### src/rtl/mult_hilo_sequencer.sv
// Multi-cycle shift-add multiplier sequencer owning the HI/LO product registers.
// Optional feature: define MULT_EARLY_OUT_EN to leave RUN once the remaining multiplier bits are zero.
module mult_hilo_sequencer #(
    parameter int WIDTH = 32,
    parameter int BPC   = 1
) (
    input  logic             clk,
    input  logic             rst,
    input  logic             start,
    input  logic             sgn,
    input  logic [WIDTH-1:0] srca,
    input  logic [WIDTH-1:0] srcb,
    input  logic             kill,
    input  logic             hilo_rd,
    output logic             stall,
    output logic             busy,
    output logic [WIDTH-1:0] hi,
    output logic [WIDTH-1:0] lo
);

    localparam int STEPS = WIDTH / BPC;
    localparam int CW    = $clog2(STEPS + 1);
    localparam logic [WIDTH-1:0]   ONE_W  = {{(WIDTH-1){1'b0}}, 1'b1};
    localparam logic [2*WIDTH-1:0] ONE_2W = {{(2*WIDTH-1){1'b0}}, 1'b1};

    typedef enum logic [1:0] {IDLE, RUN, FIX} state_t;

    state_t               state, state_next;
    logic [2*WIDTH-1:0]   acc, mcand, partial, product;
    logic [WIDTH-1:0]     mplier, mag_a, mag_b;
    logic [CW-1:0]        count;
    logic                 neg, last_step, accept;

    assign busy   = (state != IDLE);
    assign stall  = (hilo_rd & (busy | start)) | (start & busy);
    assign accept = (state == IDLE) & start & ~kill;

    // Magnitudes fit in WIDTH unsigned bits, including 2^(WIDTH-1).
    assign mag_a = (sgn & srca[WIDTH-1]) ? (~srca + ONE_W) : srca;
    assign mag_b = (sgn & srcb[WIDTH-1]) ? (~srcb + ONE_W) : srcb;

    assign product = neg ? (~acc + ONE_2W) : acc;

`ifdef MULT_EARLY_OUT_EN
    assign last_step = (count == CW'(1)) || ((mplier >> BPC) == '0);
`else
    assign last_step = (count == CW'(1));
`endif

    always_comb begin
        partial = '0;
        for (int unsigned i = 0; i < BPC; i++) begin
            if (mplier[i]) begin
                partial = partial + (mcand << i);
            end
        end
    end

    always_comb begin
        state_next = state;
        unique case (state)
            IDLE: if (accept) state_next = RUN;
            RUN: begin
                if (kill)           state_next = IDLE;
                else if (last_step) state_next = FIX;
            end
            FIX:     state_next = IDLE;
            default: state_next = IDLE;
        endcase
    end

    always_ff @(posedge clk or posedge rst) begin
        if (rst) state <= IDLE;
        else     state <= state_next;
    end

    always_ff @(posedge clk or posedge rst) begin
        if (rst) begin
            acc    <= '0;
            mcand  <= '0;
            mplier <= '0;
            count  <= '0;
            neg    <= 1'b0;
            hi     <= '0;
            lo     <= '0;
        end else begin
            unique case (state)
                IDLE: begin
                    if (accept) begin
                        acc    <= '0;
                        mcand  <= {{WIDTH{1'b0}}, mag_a};
                        mplier <= mag_b;
                        count  <= CW'(STEPS);
                        neg    <= sgn & (srca[WIDTH-1] ^ srcb[WIDTH-1]);
                    end
                end
                RUN: begin
                    if (!kill) begin
                        acc    <= acc + partial;
                        mcand  <= mcand << BPC;
                        mplier <= mplier >> BPC;
                        count  <= count - CW'(1);
                    end
                end
                FIX: begin
                    // kill wins over the result write
                    if (!kill) begin
                        hi <= product[2*WIDTH-1:WIDTH];
                        lo <= product[WIDTH-1:0];
                    end
                end
                default: ;
            endcase
        end
    end

endmodule
### config.mk
export PLATFORM = sky130hd
export DESIGN_NAME = mult_hilo_sequencer
export DESIGN_NICKNAME = d
export VERILOG_FILES = /design/src/rtl/mult_hilo_sequencer.sv
export SDC_FILE = /design/constraint.sdc
export NUM_CORES = 1
export LEC_CHECK = 0
export CAP_MARGIN = 20
export CELL_PAD_IN_SITES_DETAIL_PLACEMENT = 0
export CELL_PAD_IN_SITES_GLOBAL_PLACEMENT = 1
export CORE_MARGIN = 3
export CORE_UTILIZATION = 48
export DETAILED_ROUTE_END_ITERATION = 16
export PLACE_DENSITY_LB_ADDON = 0.25
export RECOVER_POWER = 25
export SYNTH_ARGS = -nofsm -noshare
export SYNTH_HDL_FRONTEND = slang
export SYNTH_SLANG_ARGS = --single-unit
### constraint.sdc
create_clock -name clk -period 18.8 [get_ports clk]
set_clock_uncertainty 0.05 [all_clocks]
set_input_delay 3.76 -clock clk [delete_from_list [all_inputs] [get_ports clk]]
set_output_delay 3.76 -clock clk [all_outputs]
set_load 0.01 [all_outputs]
---- After elaboration in Yosys (flattened, before gate mapping) ----
Cells that the tools add are included.
word-level totals
  bits in latches ......................... 0
  RAM bits ................................ 0
  memory bits (read-only) ................. 0
  bits in registers ....................... 233
  output and inout port bits .............. 66
  memories ................................ 0
  input bits .............................. 70
  word-level logic and storage cells ...... 60
operators by class
  equality and inequality tests ........... 6
  muxes and demuxes ....................... 20
  $lt $le $gt $ge ......................... 0
  divide/modulo/power cells ............... 0
  reduce and logical (&&, ||, !) cells .... 7
  bitwise operators ....................... 14
  multiply operators ...................... 0
  add/subtract/negate cells ............... 5
  shifts and indexed selects .............. 0
operators by type and width
  kind                     count
  $mux W64                 6
  $pmux W64 S2             2
  $mux W32                 4
  $add A32 B1 Y32 const B  2
  $add A64 B1 Y64 const B  1
  $add A64 B64 Y64         1
  $not A32 Y32             2
  $not A64 Y64             1
  $pmux W32 S2             1
  $mux W6                  2
  $pmux W6 S2              1
  $and A1 B1 Y1            7
  $eq A6 B1 Y1 const B     1
  $mux W2                  3
  $reduce_and A2 Y1        3
  $sub A6 B1 Y6 const B    1
  $ne A2 B2 Y1 const B     2
  $pmux W2 S2              1
  $reduce_bool A2 Y1       2
  $ne A3 B3 Y1 const B     1
  $reduce_and A3 Y1        1
  $eq A2 B1 Y1 const B     1
  $eq A2 B2 Y1 const B     1
  $logic_not A2 Y1         1
  3 further kinds          4

---- Logic depth before layout (Yosys ltp) ----
  depth in word-level cells ............... 5
  gate-level depth with buffers ........... 15
  mapped depth without buffers ............ 13

---- Worst setup path after synthesis ----
Ideal clock, no wire load.
  kind .................................... input to output
  start point ............................. input start
  end point ............................... output stall
  path slack .............................. 10.858 ns
  data required time ...................... 14.990 ns
  path buffers ............................ 0
  arrival ................................. 4.132 ns
  cell stages on the path ................. 1
  path through ............................ maj3_1
between the ends
  cells in the longest elaborated chain, start to end .. 3
  elaborated cells on any way between the ends .. 4
  those cells by class .................... 4 x bitwise
ends and longest elaborated chain
  element          RTL line  RTL
  start, declared  9         input logic start,
  $or A1 B1 Y1     35        assign stall = (hilo_rd & (busy | start)) | (start & busy);
  $and A1 B1 Y1    35
  $or A1 B1 Y1 *   35
  end, declared    15        output logic stall,
Mark *: on every way between the ends. The rest lies on a longest branch, timed or not.

==> results.yml <==
place:
  port_buffers: 135
  dp_hpwl_mm: 29.33
  pre_cts_ws_ps: 9970
  globalplace.congestion: 0.9059
clocking:
  cts_setup_buffers: 0
  cts_hold_buf: 0
  cts.sinks: 233
  cts.repair.resized: 0
  clkTransAtPathRegs_ps: 60
  clkLatencyLatePin_ps: 540
  cts_buffer_depth: 3
  root_buffer: "clkbuf_16"
  htreeDepth: 1
  numCtsBuffers: 26
  cts_tree: "done"
final_layout:
  fillerInstances: 2957
  post_route_cells_drive_above_1_share_pct: 4.468
  syn_to_final_growth_pct: 16.21
  nets: 2066
  diodes: 0
grt:
  grt-ovfl-total: 0
  grt_use_total_pct: 22.83
  grt_pass1_wl_mm: 67.77
  grt_pass1_vias: 13080
  antenna_found_initial: 0
  grt_max_degree: 129
critical_path:
  rr_worst_depth: 14
  worst-path-max-fanout: 77
  crit_cells: 4
  crit_start: "rst"
  r2r-start: "mplier[0]"
  path_buf_inv: 4
  cp-start-kind: "input port"
  slowest_stage: "clkbuf_1"
  worstSetupEndpointType: "async pin"
  worst_ep_arrival_time_ps: 9590
  slowest_delay_ps: 2530
  crit_top_cell: "clkbuf_1"
  crit_family: "buffers and inverters"
  cp_cell_sequence: "dlygate4sd3_1 -> clkinvlp_2 -> clkbuf_1 -> clkbuf_1"
  crit_type: "in2async"
  cp.required_ps: 18330
sta:
  hold_viol_final: 0
  setup_viol: 0
  fin_ws_ps: 8742
  clock.fmax_mhz: 99.42
  rsz0062_at_grt: "no"
  tightest_slew_ps: 3493
  maxSlewViolCount: 209
  setup-tns-final_ps: 0
  slew_headroom_pct: -132.9
  period_share_pct: 53.50
  period_minus_slack_ps: 10060
floorplanning:
  rows: 65
  die_w_um: 186.8
  io_pins: 136
  coreArea_sq_um: 31880
  dieArea_sq_um: 34890
  die_h_um: 186.8
  start_util_pct: 49.21
power:
  total_power_uw: 1921
  p_leak_uw: 0.007887
  power_density_nw_per_um2: 105.4
  ir_drop_mv: 0.06376
logic_synthesis:
  ys_types: 78
  ys_ff_latch: 233
  synthFlopType: "dfrtp_1"
  yosys_warnings: 0
  async_flop_share_pct: 100.0
  synth_area_sq_um: 15690
  netlist.area_leader.share_pct: 37.17
  syn_nets: 1995
  synthTopCellsByArea: "dfrtp_1 (37%), o21ai_0 (8.2%), nand2_1 (5.8%)"
  synth_cells: 1856
  avgSynthCellArea_sq_um: 8.452
  yosysTopAreaCell: "dfrtp_1"
  synth-edff-count: 0
  ys_seq_area_share_pct: 37.17
routing:
  wirelength_mm: 40.19
  detail-route-antenna-nets: 0
  wl_per_cell_um: 16.87
  drcViolationCount: 0
  dr.pass1.iters: 5
  via_per_inst: 5.702
  drtIter0Drc: 892
  vias: 13580
outcome:
  violations: "capacitance limit, slew limit"
  outcome: "finished with violations"
min_path:
  min_path_type: "reg2reg"
  whs_path_depth: 2
  min_from: "hi[24]"
run:
  max_cap_viol_count: 3
-- area by class of cell --
| class | count | area [sq um] | area share (%) |
|---|---|---|---|
| Clock buffer | 37 | 763.2 | 4.187 |
| Inverter | 45 | 170.2 | 0.9334 |
| Clock inverter | 11 | 157.7 | 0.8648 |
| Timing Repair Buffer | 149 | 1458 | 7.996 |
| Tap cell | 435 | 544.3 | 2.986 |
| Multi-Input combinational cell | 1472 | 9305 | 51.04 |
| Sequential cell | 233 | 5832 | 31.99 |
-- tightest hold or removal path: stages (launching register included) --
cell	delay [ps]
dfrtp_1	340
nand2_1	50
o21ai_0	60
-- cells in the final DEF, fill, tap and decap left out, types with 9 or more instances in the layout --
cell,instances
clkdlybuf4s50_1,133
o211ai_1,10
a22o_1,38
buf_4,10
a31oi_1,16
or3_1,25
o21a_1,9
clkbuf_16,27
nor4_1,10
nand4_1,23
nor3_1,24
a22oi_1,38
and2_1,73
a21o_1,25
nand2b_1,9
o31ai_1,32
nor3b_1,10
xnor2_1,65
ha_1,68
inv_1,44
nor2_1,86
or4_1,13
o41ai_1,10
o21ai_0,259
nand2_1,243
a21oi_1,132
nand3_1,32
dfrtp_1,232
xor2_1,104
-- registers in the layout (all words and copies together), names as in the netlist --
register,count
acc,64
count,6
hi,32
lo,32
mcand,64
mplier,32
neg,1
state,2
-- worst paths after layout --
path	slack (ps)	to
max reg2reg	14460	acc[34]
max	8740	neg
min reg2reg	420	hi[24]
max in group clk	9960	stall
min	420	hi[24]
min in group asynchronous	4630	lo[17]
-- kinds of logic after synthesis --
kind of cell / Yosys count / synth area share [%]
buf+inv: 151 / 3.645
mux: 6 / 0.3988
fa+ha+maj: 70 / 5.615
compound gates: 627 / 24.60
xor+xnor: 169 / 9.435
simple gates: 600 / 19.14
flops: 233 / 37.17
-- cells in the mapped netlist (5+ instances only) --
library cell	count
o21ai_0	257
nand2_1	243
dfrtp_1	233
a21oi_1	132
xor2_1	104
clkbuf_1	94
nor2_1	87
and2_1	73
ha_1	68
xnor2_1	65
inv_1	45
a22o_1	38
a22oi_1	38
nand3_1	32
o31ai_1	32
a21o_1	25
or3_1	25
nor3_1	24
nand4_1	23
a31oi_1	16
or4_1	13
nand2b_1	10
nor3b_1	10
nor4_1	10
o211ai_1	10
o41ai_1	10
nor2b_1	9
o21a_1	9
and3_1	8
buf_1	8
nand3b_1	7
a211oi_1	6
o21bai_1	6
a211o_1	5
-- metrics by stage --
| stage | std cells | hold WS, ps | cell area [sq um] | utilization, % |
|---|---|---|---|---|
| floorplan | 1856 | 400.2 | 15690 | - |
| global placement | 2332 | 408.2 | 17300 | 54.27 |
| detailed placement | 2332 | 418.9 | 17300 | 54.27 |
| CTS | 2380 | 431.8 | 18220 | 57.16 |
| global route | 2382 | 455.7 | 18230 | 57.18 |
| finish | 2382 | 424.5 | 18230 | 57.18 |
-- per-layer routing --
| layer | vias up | share of wire (%) | global-route usage [%] |
|---|---|---|---|
| li1 | 6833 | - | - |
| met5 | - | 0 | 0 |
| met2 | 348 | 43 | 35.05 |
| met3 | 48 | 6.1 | 3.081 |
| met4 | 0 | 1.4 | 4.682 |
| met1 | 6352 | 50 | 34.55 |
-- where the power goes --
group	switching [uW]	total (uW)	internal (uW)
sequential	98.2	691	593
combinational	420	689	269
clock	205	541	336
No activity file was read; power rests on OpenSTA's default activity.
